[config.mk]
export PLATFORM = sky130hd
export DESIGN_NAME = cfeb_link_sync
export DESIGN_NICKNAME = d
export VERILOG_FILES = /design/src/rtl/cfeb_sync_pkg.sv /design/src/rtl/sat_counter.sv /design/src/rtl/cfeb_link_sync.sv
export SDC_FILE = /design/constraint.sdc
export NUM_CORES = 1
export LEC_CHECK = 0
export CAP_MARGIN = 20
export CORE_ASPECT_RATIO = 1.1
export CORE_UTILIZATION = 55
export CTS_CLUSTER_DIAMETER = 80
export DETAILED_ROUTE_END_ITERATION = 8
export DONT_BUFFER_PORTS = 1
export PLACE_DENSITY = 0.7
export SLEW_MARGIN = 0
export SYNTH_ARGS = -nofsm -noshare
export SYNTH_HDL_FRONTEND = slang
export SYNTH_HIERARCHICAL = 1
export SYNTH_SLANG_ARGS = --single-unit
[constraint.sdc]
create_clock -name clock -period 7.2 [get_ports clock]
set_input_delay 1.44 -clock clock [delete_from_list [all_inputs] [get_ports clock]]
set_output_delay 1.44 -clock clock [all_outputs]
set_load 0.02 [all_outputs]
[src/rtl/cfeb_sync_pkg.sv]
// Shared definitions for CFEB fiber link synchronisation: state encoding and
// the K-characters used as frame separators and FC markers.
package cfeb_sync_pkg;

   typedef enum logic [1:0] {
      ST_DISABLED    = 2'd0,
      ST_HUNT        = 2'd1,
      ST_LOCKED      = 2'd2,
      ST_RESYNC_WAIT = 2'd3
   } link_state_t;

   localparam logic [7:0] K_IDLE = 8'hBC;
   localparam logic [7:0] K_MARK = 8'hFC;

   function automatic logic is_clean_frame(input logic strobe, input logic [7:0] kchar,
                                           input logic err);
      return strobe && ((kchar == K_IDLE) || (kchar == K_MARK)) && !err;
   endfunction

endpackage

[src/rtl/sat_counter.sv]
// Up-counter with programmable increment that sticks at all-ones instead of
// wrapping; clear is synchronous and wins over increment.
module sat_counter #(
   parameter int WIDTH = 16,
   parameter int INC   = 1
) (
   input  logic             clock,
   input  logic             clear,
   input  logic             inc_en,
   output logic [WIDTH-1:0] count
);

   logic [WIDTH:0] sum;

   assign sum = {1'b0, count} + (WIDTH+1)'(INC);

   always_ff @(posedge clock) begin
      if (clear)
         count <= '0;
      else if (inc_en)
         count <= sum[WIDTH] ? {WIDTH{1'b1}} : sum[WIDTH-1:0];
   end

endmodule

[src/rtl/cfeb_link_sync.sv]
// Per-fiber CFEB link alignment: hunts for clean frames, tracks FC markers
// after a TTC resync, and accumulates bad-frame / marker errors.
module cfeb_link_sync
   import cfeb_sync_pkg::*;
#(
   parameter int GOOD_FRAMES   = 32,
   parameter int BAD_FRAMES    = 4,
   parameter int MARKER_PERIOD = 128
) (
   input  logic        clock,
   input  logic        global_reset,
   input  logic        ttc_resync,
   input  logic        fiber_enable,
   input  logic        rx_pll_lock,
   input  logic        rx_frame_strobe,
   input  logic [7:0]  rx_kchar,
   input  logic        rx_err,
   output logic        link_good,
   output logic        sync_done,
   output logic [7:0]  kchar_out,
   output logic        marker_err,
   output logic [15:0] err_count,
   output link_state_t state_dbg
);

   localparam int GW = $clog2(GOOD_FRAMES + 1);
   localparam int BW = $clog2(BAD_FRAMES + 1);
   localparam int FW = (MARKER_PERIOD > 1) ? $clog2(MARKER_PERIOD) : 1;
   localparam logic [GW-1:0] GOOD_LAST  = GW'(GOOD_FRAMES - 1);
   localparam logic [BW-1:0] BAD_LAST   = BW'(BAD_FRAMES - 1);
   localparam logic [FW-1:0] FRAME_LAST = FW'(MARKER_PERIOD - 1);

   link_state_t   state_q, state_d;
   logic [GW-1:0] good_q, good_d;
   logic [BW-1:0] bad_q, bad_d;
   logic [FW-1:0] frame_q, frame_d;
   logic          merr_d, bad_frame, frame_clean, is_mark;

   assign frame_clean = is_clean_frame(rx_frame_strobe, rx_kchar, rx_err);
   assign is_mark     = (rx_kchar == K_MARK);
   assign state_dbg   = state_q;

   always_comb begin
      state_d   = state_q;
      good_d    = good_q;
      bad_d     = bad_q;
      frame_d   = frame_q;
      merr_d    = 1'b0;
      bad_frame = 1'b0;
      if (!fiber_enable) begin
         state_d = ST_DISABLED;
         good_d  = '0;
         bad_d   = '0;
         frame_d = '0;
      end else if ((state_q == ST_DISABLED) || !rx_pll_lock) begin
         state_d = ST_HUNT;
         good_d  = '0;
         bad_d   = '0;
         frame_d = '0;
      end else begin
         bad_frame = rx_frame_strobe && !frame_clean;
         case (state_q)
            ST_HUNT: begin
               if (frame_clean) begin
                  if (good_q == GOOD_LAST) begin
                     state_d = ST_RESYNC_WAIT;
                     good_d  = '0;
                     bad_d   = '0;
                  end else begin
                     good_d = good_q + GW'(1);
                  end
               end else if (rx_frame_strobe) begin
                  good_d = '0;
               end
            end
            ST_LOCKED, ST_RESYNC_WAIT: begin
               if (rx_frame_strobe)
                  bad_d = frame_clean ? '0 : bad_q + BW'(1);
               // A resync in the same cycle as a frame skips marker checking for it.
               if (state_q == ST_LOCKED) begin
                  if (ttc_resync) begin
                     state_d = ST_RESYNC_WAIT;
                  end else if (rx_frame_strobe) begin
                     if (frame_q == FRAME_LAST) begin
                        merr_d  = !is_mark;
                        frame_d = '0;
                     end else if (is_mark) begin
                        merr_d  = 1'b1;
                        frame_d = '0;
                     end else begin
                        frame_d = frame_q + FW'(1);
                     end
                  end
               end else if (!ttc_resync && frame_clean && is_mark) begin
                  state_d = ST_LOCKED;
                  frame_d = '0;
               end
               if (bad_frame && (bad_q == BAD_LAST)) begin
                  state_d = ST_HUNT;
                  good_d  = '0;
                  bad_d   = '0;
                  frame_d = '0;
               end
            end
            default: ;
         endcase
      end
   end

   always_ff @(posedge clock) begin
      if (global_reset) begin
         state_q    <= fiber_enable ? ST_HUNT : ST_DISABLED;
         good_q     <= '0;
         bad_q      <= '0;
         frame_q    <= '0;
         link_good  <= 1'b0;
         sync_done  <= !fiber_enable;
         kchar_out  <= 8'h00;
         marker_err <= 1'b0;
      end else begin
         state_q    <= state_d;
         good_q     <= good_d;
         bad_q      <= bad_d;
         frame_q    <= frame_d;
         link_good  <= (state_d == ST_LOCKED) || (state_d == ST_RESYNC_WAIT);
         sync_done  <= (state_d == ST_DISABLED) || (state_d == ST_LOCKED);
         marker_err <= merr_d;
         if (rx_frame_strobe)
            kchar_out <= rx_kchar;
      end
   end

   sat_counter #(.WIDTH(16), .INC(1)) u_err_count (
      .clock  (clock),
      .clear  (global_reset || !fiber_enable),
      .inc_en (bad_frame || merr_d),
      .count  (err_count)
   );

endmodule

**Word level (Yosys, flattened, before mapping)**

Cells that the tools add are included.

- Add/sub/neg operators: 4
- Bitwise gates (word level): 1
- Multiplexer cells: 41
- Reductions and logical operators: 27
- Equal/unequal tests: 17

Operator list:

| cell | count |
|---|---|
| $mux 7 | 7 |
| $mux 6 | 4 |
| $mux 2 | 9 |
| $add 16x1->17 const B | 1 |
| $eq 8x8->1 const B | 2 |
| $mux 16 | 1 |
| $mux 3 | 5 |
| $mux 1 | 12 |
| $pmux 6 s2 | 1 |
| $eq 2x2->1 const B | 4 |
| $reduce_and 4->1 | 2 |
| $add 7x1->7 const B | 1 |
| $eq 7x7->1 const B | 1 |
| $add 6x1->6 const B | 1 |
| $eq 6x5->1 const B | 1 |
| $logic_and 1x1->1 | 6 |
| $logic_not 1->1 | 6 |
| $logic_or 1x1->1 | 6 |
| $ne 2x2->1 const B | 3 |
| $ne 3x2->1 const B | 2 |
| $ne 3x3->1 const B | 2 |
| $pmux 3 s2 | 1 |
| $logic_not 2->1 | 2 |
| $pmux 2 s2 | 1 |
| 9 further kinds | 9 |

- Input bits: 15
- Logic and storage cells: 99
- Output and inout port bits: 29
- Register bits: 45

**Longest topological paths before layout**

Gate-level depths: netlist (run 1).

- Word-level depth: 15
- Gate-level depth with buffers: 9
- Gate-level depth less buffers: 9

**Hierarchy**

The synthesis (run 1) kept the hierarchy.

Modules (own cells, without submodules):

| module | cells an instance | seq. area each (um2) | area each (um2) | instances |
|---|---|---|---|---|
| cfeb_link_sync | 168 | 560.5 | 1432.6 | 1 |
| sat_counter | 82 | 320.3 | 819.5 | 1 |

**Least setup slack after synthesis (run 1)**

Ideal clock, no wire load.

- Kind: input-to-reg
- From: input port rx_kchar[1]
- To: register u_err_count.count[9]
- Arrival: 3889 ps
- Setup slack: 3244 ps
- Stages: 9
- Buffers on the path: 1
- Setup time: 67 ps
- Data required time: 7133 ps
- Path through: nand4bb_4 nor3_1 xor2_1 or4_1 a21oi_1 nand4_2 or4b_4 buf_6 a21oi_4

- Cells in the longest elaborated chain, start to end: 10
- Elaborated cells between the ends (all ways): 19
- Classes of those cells: 2 x eq/ne; 10 x mux; 7 x reduce/logical

RTL lines:

| what | line | source |
|---|---|---|
| start: declaration | cfeb_link_sync.sv:16 | `input logic [7:0] rx_kchar,` |
| $eq 8x8->1 | cfeb_sync_pkg.sv:17, cfeb_link_sync.sv:40 |  |
| $mux 1 / $logic_not 1->1 (equally long branches) | cfeb_link_sync.sv:87, cfeb_link_sync.sv:85 |  |
| $mux 1 | cfeb_link_sync.sv:84 | `if (frame_q == FRAME_LAST) begin` |
| $mux 1 | cfeb_link_sync.sv:83 | `end else if (rx_frame_strobe) begin` |
| $mux 1 | cfeb_link_sync.sv:81 | `if (ttc_resync) begin` |
| $mux 1 | cfeb_link_sync.sv:80 | `if (state_q == ST_LOCKED) begin` |
| $mux 1 | cfeb_link_sync.sv:62 | `case (state_q)` |
| $mux 1 | cfeb_link_sync.sv:55 | `end else if ((state_q == ST_DISABLED) \|\| !rx_pll_lock) begin` |
| $mux 1 | cfeb_link_sync.sv:50 | `if (!fiber_enable) begin` |
| $logic_or 1x1->1 * | cfeb_link_sync.sv:136 | `.inc_en (bad_frame \|\| merr_d),` |
| end signal: assignment | sat_counter.sv:21 | `count <= sum[WIDTH] ? {WIDTH{1'b1}} : sum[WIDTH-1:0];` |
| end: declaration | sat_counter.sv:10 | `output logic [WIDTH-1:0] count` |

Every way passes the cells marked *; elsewhere a longest branch is shown, timed or not.
A chain may end at the register's enable or synchronous reset.

**Worst setup path in the final report (run 1)**

- From: input port rx_kchar[1]
- To: register u_err_count.count[13]

Same word-level chain as after synthesis.

==> results.toml, run 1 <==
[cells_and_area]
fin_nets = 266
drive_above_1_share_pct = 11.74
utilization_pct = 59.89
fillerInstances = 361
syn2layout_area_growth_pct = 4.611
antenna_cells = 0

[clock_tree]
clock_path_buffers = 2
cts_tree = "yes"
cts_made_buffers = 5
cts_resized = 0
cts_max_level = 2
cts_root_buf = "clkbuf_8"
postCtsSetupBuffers = 0
ctsHoldBuffers = 0
clk_latency_ns = 0.30
clk_pin_slew_worst_paths_ns = 0.09
cts_sinks = 44

[logic_synthesis]
async_flop_share_pct = 0
synth_top_area_cell = "dfxtp_1"
netlist_area_mm2 = 0.002252
synth_seq_area_share_pct = 39.11
ys_warn_count = 6
synth_seq_cells = 44
ys_top_cells_by_area = "dfxtp_1, nand3_1, mux2i_1, a21oi_2, xnor2_1"
synth-edff-count = 0
synth_area_per_cell_um2 = 9.009
synth_cell_types = 56
synth_top_area_share_pct = 39.11
synth-main-ff-cell = "dfxtp_1"
syn-num-nets = 270
syn_inst = 250

[sta]
fmax_mhz = 252.1
period_minus_slack_ns = 3.967
maxSlewViolCount = 0
whs_ns = 0.4773
rsz0062_at_grt = "no"
tightest_slew_ns = 0.9174
finalSetupTns_ns = 0
final_hold_viol_count = 0
fin_crit_sh_pct = 55.10
fin_ws_ns = 3.233
skew_ns = 0.01288
setup_viol = 0
relSlewSlack_pct = 38.84

[job]
drv_cap = 0

[critical_path]
cp_slowest_cell = "or4b_4"
critPathMaxFanout = 13
cp.required_ns = 7.41
cp_cell_sequence = "nand4bb_4, nor3_1, xor2_1, or4_1, a21oi_1, nand4_2, or4b_4, a31oi_1"
critPathMaxStageDelay_ns = 0.74
crit_arrival_ns = 4.18
setup.worst_path.class = "in -> reg"
startpoint_type = "input port"
end_kind = "flip-flop"

[die]
die_x_um = 63.01
fp-row-count = 24
dieArea_mm2 = 0.004355
dieHeight_um = 69.12
core_mm2 = 0.003934
initial_core_util_pct = 57.25
pin_count = 44

[route]
drc = 0
ant_nets = 0
wl_um = 4680
via_per_inst = 5.990
dr.first_iter.drc_count = 93
wire_per_inst_um = 15.65
vias = 1791
firstDrtPassIters = 4

[power_and_ir_drop]
finalPower_mw = 0.4533
vdd_ir_drop_max_mv = 0.1256
powerDensity_mw_per_mm2 = 192.4
p_leak_nw = 0.7457

[global_route]
grt_max_degree = 19
first_global_vias = 1792
met1_usage_pct = 27.58
antenna_found_initial = 0
grt_use_met2_pct = 38.95
busiest_layer = "met2"
track_usage_pct = 23.04
grt_remaining_overflow = 0
use_met3_pct = 6.623
grt_pass1_wl_um = 8066

[place]
io_buffer_count = 0
dp_slack_ns = 2.932
place_hpwl_um = 3428
place_congestion = 0.8300

[worst_hold_path]
hold_path.class = "reg -> reg"

[run_status]
status = "completed"
-- worst max-delay path, delay by kind of cell --
family          cells  cell delay (ns)
simple gates        5             2.00
compound gates      2             0.63
xor+xnor            1             0.11
-- flip-flops by register name, summed over array words and instances, names as in the netlist --
name	count
u_err_count/count	16
kchar_out	8
frame_q	7
good_q	6
bad_q	3
link_good	1
marker_err	1
state_dbg	1
sync_done	1
-- placed cells by master (no fill, tap or decap), types with 2 or more instances in the layout --
master,instances
nor2b_1,2
ha_1,5
nand2_1,18
dfxtp_1,44
nand3_1,17
clkbuf_8,5
xor2_1,3
and4_1,2
and3_1,6
o22ai_1,2
a21oi_1,13
nor4_1,3
nand4b_1,6
a31oi_1,5
o31ai_1,2
and2_1,3
inv_1,7
a21oi_2,9
nand3b_1,2
o21ai_0,6
or3_2,2
nor2_1,20
mux2i_1,8
nand4_1,2
or4_1,2
nor3_1,11
or2_2,2
xnor2_1,9
nand2b_1,4
a311oi_1,3
-- metrics by stage --
| step | cells | area, µm² |
|---|---|---|
| 2_1_floorplan | 250 | 2252 |
| 3_3_place_gp | 291 | 2245 |
| 3_5_place_dp | 291 | 2245 |
| 4_1_cts | 299 | 2356 |
| 5_1_grt | 299 | 2356 |
| 6_report | 299 | 2356 |
-- layout make-up --
cell class / instances / area (µm²) / area share (%)
multi-input combinational: 188 / 1272 / 54.01
sequential: 44 / 880.8 / 37.39
clock inverter: 3 / 42.54 / 1.806
inverter: 7 / 26.28 / 1.115
clock buffer: 5 / 68.82 / 2.921
tap: 52 / 65.06 / 2.762
-- path summary, 6_finish.rpt --
kind                             startpoint               endpoint  slack, ns  cells after the start
worst min-delay path              good_q[1]              good_q[1]       0.48                      2
worst min register to register    good_q[1]              good_q[1]       0.48                      2
worst max-delay path            rx_kchar[1]  u_err_count/count[13]       3.23                      8
worst max register to register    link_good  u_err_count/count[13]       3.88                      6
-- Yosys cell counts (2+ instances only) --
cell type / n
nand2b_1: 4
nand3b_1: 2
clkbuf_1: 4
dfxtp_1: 44
mux2i_1: 8
nor3_1: 11
ha_1: 5
or2_2: 2
or3_2: 2
nor4_1: 3
o31ai_1: 2
nand4_1: 2
or4_1: 2
xor2_1: 3
and4_1: 2
nand3_1: 17
a31oi_1: 5
o22ai_1: 2
nor2b_1: 2
inv_1: 7
and3_1: 6
a21oi_1: 13
nor2_1: 20
nand4b_1: 6
and2_1: 3
a21oi_2: 9
xnor2_1: 9
o21ai_0: 6
nand2_1: 18
buf_6: 3
a311oi_1: 3
-- metal layers --
layer,vias to the layer above,wire length (µm)
met1,841,2032
met2,39,2361
met5,-,0
met3,7,225
li1,904,-
met4,0,61
-- report_power, final --
part	internal (mW)	switching [mW]
combinational	0.00590	0.00736
clock	0.103	0.0838
sequential	0.246	0.00725
total	0.355	0.0984
-- kinds of logic after synthesis --
group	Yosys count	synth area share, %
AO/OA/AOI/OAI	52	16.45
AND/OR/NAND/NOR	111	29.05
flip-flops	44	39.11
buffers and inverters	18	4.389
multiplexers	8	3.556
adder cells (fa/ha/maj)	5	2.778
XOR/XNOR	12	4.667
Power figures use the tool's default switching activity.
==> run 2, diff against run 1 <==
--- a/config.mk
+++ b/config.mk
@@ -11,7 +11,7 @@
 export CTS_CLUSTER_DIAMETER = 80
 export DETAILED_ROUTE_END_ITERATION = 8
 export DONT_BUFFER_PORTS = 1
-export PLACE_DENSITY = 0.7
+export PLACE_DENSITY = 0.73
 export SLEW_MARGIN = 0
 export SYNTH_ARGS = -nofsm -noshare
 export SYNTH_HDL_FRONTEND = slang
==> constraint.sdc (replaced) <==
create_clock -name clock -period 3.45 [get_ports clock]
set_input_delay 0.69 -clock clock [delete_from_list [all_inputs] [get_ports clock]]
set_output_delay 0.69 -clock clock [all_outputs]
set_load 0.02 [all_outputs]
==> run 2 against run 1 <==
Against the previous run:
- routed wire length up 1.4%
- largest cell class unchanged
- final area up 1.1%
- sequential share of layout area down 0.41 points
- critical endpoint is now u_err_count/count[6]
- critical path type is now reg -> reg
==> results.toml, run 2 (synthesized netlist as in run 1, its figures left out) <==
[worst_hold_path]
hold_path_depth = 1
hold_path.class = "in -> reg"

[cells_and_area]
top_register = "u_err_count/count"
finalInstanceArea_mm2 = 0.002382
largest_reg_flops = 16
fillerInstances = 363
drive_above_1_share_pct = 12.75
layout_common_cells = "dfxtp_1, nor2_1, nand2_1"
multi_input_area_mm2 = 0.001272
syn2layout_area_growth_pct = 5.778
antenna_cells = 0
register_area_um2 = 880.8
reg.largest.list = "u_err_count/count: 16 flops, kchar_out: 8 flops, frame_q: 7 flops"
fin_nets = 270
final_common_cell = "dfxtp_1"
utilization_pct = 60.56

[clock_tree]
clock_path_buffers = 2
clk_pin_slew_worst_paths_ns = 0.08
ctsHoldBuffers = 0
cts_root_buf = "clkbuf_8"
cts_sinks = 44
cts_max_level = 2
cts_resized = 0
cts_tree = "yes"
clk_latency_ns = 0.29
cts_made_buffers = 5
postCtsSetupBuffers = 0

[job]
drv_cap = 0

[global_route]
grt_remaining_overflow = 0
grt_max_degree = 18
track_usage_pct = 23.13
use_met3_pct = 6.623
antenna_found_initial = 0
met1_usage_pct = 28.87
first_global_vias = 1740
busiest_layer = "met2"
grt_use_met2_pct = 37.87
grt_pass1_wl_um = 8045

[sta]
setup_viol = 0
fmax_mhz = 338.0
skew_ns = 0.006721
rsz0062_at_grt = "no"
fin_crit_sh_pct = 85.75
maxSlewViolCount = 0
period_minus_slack_ns = 2.958
finalSetupTns_ns = 0
tightest_slew_ns = 0.7197
final_hold_viol_count = 0
relSlewSlack_pct = 51.95

[die]
dieArea_mm2 = 0.004355
pin_count = 44
dieHeight_um = 69.12
initial_core_util_pct = 57.25
die_x_um = 63.01
core_mm2 = 0.003934
fp-row-count = 24

[place]
place_hpwl_um = 3462
place_congestion = 0.8529
postPlaceCellArea_mm2 = 0.002275
io_buffer_count = 0

[run_status]
status = "completed"

[route]
wl_um = 4745
wire_per_inst_um = 15.66
vias = 1821
ant_nets = 0
firstDrtPassIters = 4
drc = 0
via_per_inst = 6.010
dr.first_iter.drc_count = 124

[critical_path]
critPathMaxFanout = 13
cp.required_ns = 3.68
cp_slowest_cell = "or4b_4"
cpMostUsedCell = "a21oi_1"
cp_cell_sequence = "ha_1, nand3_1, xor2_1, or4_1, a21oi_1, nand4_2, or4b_4, a21oi_1"
critPathMaxStageDelay_ns = 0.73
crit_arrival_ns = 3.18
end_kind = "flip-flop"
ff2ff_path_depth = 8
setup.worst_path.class = "reg -> reg"
startpoint_type = "flip-flop"

[power_and_ir_drop]
powerDensity_mw_per_mm2 = 395.2
p_leak_nw = 0.7675
vdd_ir_drop_max_mv = 0.2415
finalPower_mw = 0.9414
[run 2: changes by cell type in the layout (fill, tap and decap cells not counted)]
| cell | delta |
|---|---|
| buf_4 | +4 |
| clkbuf_1 | +1 |
| clkinvlp_4 | -1 |
[run 2: area by class of cell]
type	instances	area share [%]
Clock buffer	6	3.046
Clock inverter	2	1.471
Inverter	7	1.103
Multi-Input combinational cell	188	53.41
Sequential cell	44	36.97
Tap cell	52	2.731
Timing Repair Buffer	4	1.261
[run 2: per-layer routing]
layer | part of all wire [%] | vias to the layer above
met3 | 5.5 | 6
met1 | 43 | 853
li1 | - | 916
met5 | 0 | -
met4 | 1.1 | 0
met2 | 50 | 46
[run 2: critical path, delay by kind of cell (launching register included)]
kind / cells / cell delay [ns]
AND/OR/NAND/NOR: 4 / 1.55
XOR/XNOR: 1 / 0.19
adder cells (fa/ha/maj): 1 / 0.28
AO/OA/AOI/OAI: 2 / 0.48
flip-flops: 1 / 0.40
[run 2: path summary, 6_finish.rpt]
path	from	to	slack [ns]
worst max register to register	frame_q[0]	u_err_count/count[6]	0.49
worst max-delay path	frame_q[0]	u_err_count/count[6]	0.49
worst min-delay path	global_reset	kchar_out[0]	0.46
worst min register to register	frame_q[5]	frame_q[5]	0.48
[run 2: report_power, final]
| group | internal, mW | switching [mW] | leakage (nW) |
|---|---|---|---|
| logic | 0.0134 | 0.0158 | 0.356 |
| clock network | 0.215 | 0.168 | 0.0552 |
| registers | 0.514 | 0.0152 | 0.357 |
[run 2: per-stage QoR]
stage	hold slack, ns	setup WS, ns	instances
after floorplan	0.4443	0.2441	250
after global placement	0.4574	0.3492	295
after detailed placement	0.4715	0.2216	295
after CTS	0.4537	0.5010	303
after global routing	0.4457	0.2661	303
final	0.4591	0.4918	303
==> patch 1 (settings of run 2) <==
Set the parameter `BAD_FRAMES` to 8 (it was 4).
--- a/src/rtl/cfeb_link_sync.sv
+++ b/src/rtl/cfeb_link_sync.sv
@@ -6,3 +6,3 @@
    parameter int GOOD_FRAMES   = 32,
-   parameter int BAD_FRAMES    = 4,
+   parameter int BAD_FRAMES    = 8,
    parameter int MARKER_PERIOD = 128
Formal check against the unedited RTL: same outputs for any inputs over 10 cycles, from zero or initial values and one cycle with global_reset high; that may be too few to reach the edited logic, so the function may still have changed.
==> patch 1 against run 2 <==
  * Area after synthesis is 3.3% higher
  * Critical path depth is 3 higher
  * Power is 1.4% lower
  * Routed wire length is 1.1% higher
  * Setup slack better by 0.15 ns
  * Sequential cell count is 1 higher
  * Cell count is 3.3% higher
  * Non-clock buffer count stayed put
  * Design area is 3.3% higher
  * First-iteration DRC count is 6.5% higher
  * Sequential share of layout area is 0.35 points lower
  * Largest power group unchanged
  * Highest routed layer unchanged
==> patch 1: results (changes against run 2) <==
- First-pass DRT Iterations: 5 (+1)
- Yosys cell types: 64 (+14%)
- Via count: 1927 (+5.8%)
- Crit path max fanout: 6 (-7)
- Crit path DAT: 2.96 ns (-0.22 ns)
- Worst-Margin Slew: 0.714 ns (-0.00578 ns)
- Final worst-path setup slack: 0.644 ns (+0.153 ns)
- Filler cells: 386 (+6.3%)
- Clock skew: 0.00573 ns (-0.000990 ns)
- DP HPWL: 3.40 mm (-1.7%)
- Leakage Power: 0.842 nW (+9.7%)
- Biggest regs: u_err_count/count (16), kchar_out (8), frame_q (7)
- Drt total wl: 4.80 mm (+1.1%)
- Avg Synthesized Cell Area: 8.99 µm² (-0.26%)
- Async S/R FF share, synth: 0% (unchanged)
- Non-Filler Instances: 313 (+3.3%)
- Initial DRC count: 132 (+6.5%)
- Largest net degree at the start of global routing: 17 (-1)
- Post-synth top cells: dfxtp_1, nor2_1, nand2_1, nand3_1
- Run status: completed
- Met2 track demand over resource: 33.0% (-4.9 points)
- Sequential area share after synthesis: 38.7% (-0.40 points)
- Pre-CTS WS: 0.605 ns (+0.384 ns)
- Peak VDD IR: 0.266 mV (+10%)
- R2r worst-path depth: 11 (+3)
- R2r endpoint: u_err_count/count[14]$_SDFFE_PP0P_
- M3 GR Usage: 8.50% (+1.9 points)
- Sw power: 209 µW (+5.1%)
- Share of layout cells above drive strength 1: 13.8% (+1.0 points)
- Gp weighted congestion: 0.779 (-8.7%)
- Area contributors post-synth: dfxtp_1, mux2i_1, nand3_1
- Vias in the first global route: 1676 (-3.7%)
- First-pass GRT wire length: 7.95 mm (-1.2%)
- Storage cell area: 901 µm² (+2.3%)
==> patch 1: changes by cell type after synthesis, moves of 3 or more <==
| cell | change |
|---|---|
| o21a_1 | +5 |
| a21oi_1 | -3 |
| nor4_1 | +6 |
| nand4b_1 | -5 |
| o21ai_0 | +4 |
==> patch 1: logic make-up after synthesis <==
logic type | synth area share, %
DFF | 38.7
and+or+nand+nor | 29.5
AOI/OAI and AO/OA | 17.6
adders and majority gates | 2.15
xor gates and xnor gates | 4.14
buffers and inverters | 3.55
muxes | 4.35
==> patch 1: worst min path at each step <==
| stage | startpoint | to | slack [ns] | cells after the start |
|---|---|---|---|---|
| final | global_reset | kchar_out[6]$_SDFFE_PP0P_ | 0.45 | 1 |
| after global routing | global_reset | kchar_out[6]$_SDFFE_PP0P_ | 0.43 | 1 |
| after CTS | global_reset | kchar_out[6]$_SDFFE_PP0P_ | 0.44 | 1 |
| after global placement | good_q[1]$_SDFFE_PP0P_ | good_q[1]$_SDFFE_PP0P_ | 0.46 | 2 |
| after floorplan | bad_q[3]$_SDFFE_PP0P_ | bad_q[3]$_SDFFE_PP0P_ | 0.44 | 1 |
| after detailed placement | good_q[1]$_SDFFE_PP0P_ | good_q[1]$_SDFFE_PP0P_ | 0.47 | 2 |
==> patch 1: area by class of cell <==
| cell class | count | area share, % |
|---|---|---|
| multi-input cells | 199 | 54.6 |
| well taps | 52 | 2.64 |
| clock buffers | 7 | 3.92 |
| inverters | 5 | 0.763 |
| clock inverters | 1 | 0.203 |
| repair buffers | 4 | 1.22 |
| flip-flops and latches | 45 | 36.6 |
==> patch 1: per-layer routing <==
metal  up-vias  part of all wire (%)
met5         -                     0
met2        56                    43
li1        962                     -
met3         7                   6.8
met4         0                   1.6
met1       902                    48
==> patch 1: power by group through the flow <==
stage | logic [mW] | registers [mW] | clock network [mW]
6_report | 0.0303 | 0.540 | 0.358
4_1_cts | 0.0302 | 0.540 | 0.367
3_5_place_dp | 0.0302 | 0.552 | 0
3_3_place_gp | 0.0295 | 0.553 | 0
5_1_grt | 0.0328 | 0.541 | 0.390
2_1_floorplan | 0.0309 | 0.551 | 0
==> patch 1: critical path, cell delays in order (launching register included) <==
cell and delay, ns:
dfxtp_1 0.38, ha_1 0.22, nand3_1 0.11, nor2_1 0.31, xor2_1 0.18, nand2_1 0.08, a21oi_1 0.14, buf_4 0.16
nand4_2 0.16, nor4_1 0.56, nor4bb_1 0.28, nor3_1 0.07
==> patch 2 (settings of run 2) <==
Without the edit above. Register the output `err_count`, without a reset; this adds one clock of latency there. The other outputs are not delayed to match.
--- a/src/rtl/cfeb_link_sync.sv
+++ b/src/rtl/cfeb_link_sync.sv
@@ -31,2 +31,4 @@
    localparam logic [FW-1:0] FRAME_LAST = FW'(MARKER_PERIOD - 1);
+
+   logic [15:0] err_count_d;
 
@@ -136,4 +138,8 @@
       .inc_en (bad_frame || merr_d),
-      .count  (err_count)
+      .count  (err_count_d)
    );
+
+   always_ff @(posedge clock) begin
+      err_count <= err_count_d;
+   end
 
Behaviour: not the same (Yosys sat finds a counterexample within 4 cycles, from zero or initial values and one cycle with global_reset high).
==> patch 2 against run 2 <==
  * Routed wire length grew 9.7%
  * Global-route usage is 0.27 points lower
  * Clock skew decreased by 0.0033 ns
  * Area after synthesis up 17%
  * Sequential share of layout area is 5.6 points higher
  * Power grew 43%
  * Sequential power increased by 35%
  * Sequential cell count grew 16
  * Design area rose by 18%
  * Setup slack got worse by 0.087 ns
  * Maximum frequency decreased by 2.9%
  * Count of clock-buffer cells in the layout up 4
  * Largest cell class unchanged
  * Critical endpoint is now u_err_count/count[14]$_SDFFE_PP0P_
==> patch 2: results (changes against run 2) <==
- Run status: completed
- Hold endpoint: err_count[11]$_DFF_P_
- Drt total wl: 5.21 mm (+9.7%)
- Vias in the first global route: 1905 (+9.5%)
- CTS resizes: 0 (unchanged)
- First-pass GRT wire length: 8.52 mm (+5.9%)
- GRT Total Usage: 22.9% (-0.27 points)
- Routed vias/inst: 6.07 (+0.92%)
- Yosys cell types: 62 (+11%)
- R2r worst-path depth: 10 (+2)
- # diodes: 0 (unchanged)
- DP HPWL: 3.60 mm (+4.0%)
- Dpl cells: 321 (+8.8%)
- Area contributors post-synth: dfxtp_1, a21oi_1, nand3_1
- Crit path DAT: 3.23 ns (+0.05 ns)
- Initial DRC count: 166 (+34%)
- Sequential area share after synthesis: 45.7% (+6.6 points)
- Clk_lat worst skew: 0.33 ns (+0.04 ns)
- Type of the most critical hold path: reg2reg
- R2r endpoint: u_err_count/count[14]$_SDFFE_PP0P_
- H-tree levels: 3 (+1)
- Non-Filler Instances: 336 (+11%)
- Leakage Power: 0.979 nW (+28%)
- Hold Path Origin: u_err_count/count[11]$_SDFFE_PP0P_
- WHS Path Cells: 0 (-1)
- Largest net degree at the start of global routing: 23 (+5)
- CTS Buf Count: 9 (+4)
- Post-synth top cells: dfxtp_1, nor2_1, a21oi_1, nand2_1, nand3_1
- Syn_nets: 295 (+9.3%)
- Relative slew slack: 42.0% (-10 points)
- Peak VDD IR: 0.308 mV (+28%)
- Clk pin slew, worst setup/hold paths: 0.06 ns (-0.02 ns)
- Gp weighted congestion: 0.764 (-10%)
- Placed instance area: 2630 µm² (+16%)
- Biggest regs: err_count (16), u_err_count/count (16), kchar_out (8)
- Mapped Cells: 275 (+10%)
- Clock skew: 0.00345 ns (-0.00327 ns)
==> patch 2: worst max path at each step <==
stage	end	slack, ns
after global placement	u_err_count/count[14]$_SDFFE_PP0P_	0.51
after floorplan	u_err_count/count[9]$_SDFFE_PP0P_	0.50
after CTS	u_err_count/count[14]$_SDFFE_PP0P_	0.46
after detailed placement	u_err_count/count[14]$_SDFFE_PP0P_	0.45
final	u_err_count/count[14]$_SDFFE_PP0P_	0.40
after global routing	u_err_count/count[14]$_SDFFE_PP0P_	0.01
==> patch 2: power by group through the flow <==
stage / registers [mW] / logic (mW) / clock network, mW
2_1_floorplan: 0.727 / 0.0323 / 0
3_3_place_gp: 0.730 / 0.0277 / 0
3_5_place_dp: 0.730 / 0.0282 / 0
4_1_cts: 0.714 / 0.0281 / 0.615
5_1_grt: 0.715 / 0.0317 / 0.647
6_report: 0.715 / 0.0280 / 0.601
==> patch 2: cell type report <==
cell class	count	area, µm²
Clock buffer	10	138
Clock inverter	5	52.6
Fill cell	412	1800
Inverter	5	18.8
Multi-Input combinational cell	198	1320
Sequential cell	60	1200
Tap cell	56	70.1
Timing Repair Buffer	2	15.0
==> patch 2: kinds of logic after synthesis <==
group                    Yosys count  share of synthesized area [%]
AO/OA/AOI/OAI                     58                           15.7
XOR/XNOR                          11                           3.67
adder cells (fa/ha/maj)            5                           2.38
buffers and inverters             17                           3.86
flip-flops                        60                           45.7
multiplexers                       9                           3.48
AND/OR/NAND/NOR                  115                           25.2
==> patch 2: metal layers <==
layer / wire [µm] / vias up / track usage [%]
li1: - / 1007 / -
met1: 2300 / 977 / 26.5
met2: 2500 / 39 / 37.1
met3: 247 / 15 / 5.83
met4: 163 / 0 / 14.8
met5: 0 / - / 0
==> patch 2: stage by stage <==
stage	setup WS (ns)	utilization, %
finish	0.405	61.0
global route	0.0123	61.0
CTS	0.460	61.0
detailed placement	0.447	56.9
global placement	0.510	56.9
floorplan	0.501	-
==> patch 2: worst max-delay path: stages, from the launching register on <==
cell	delay (ns)
dfxtp_1	0.38
ha_1	0.22
nand3_1	0.15
nor2_1	0.28
xnor2_1	0.11
or3_1	0.37
a21oi_1	0.26
nand4_2	0.23
nor4_1	0.55
nor4bb_1	0.27
nor3_1	0.07
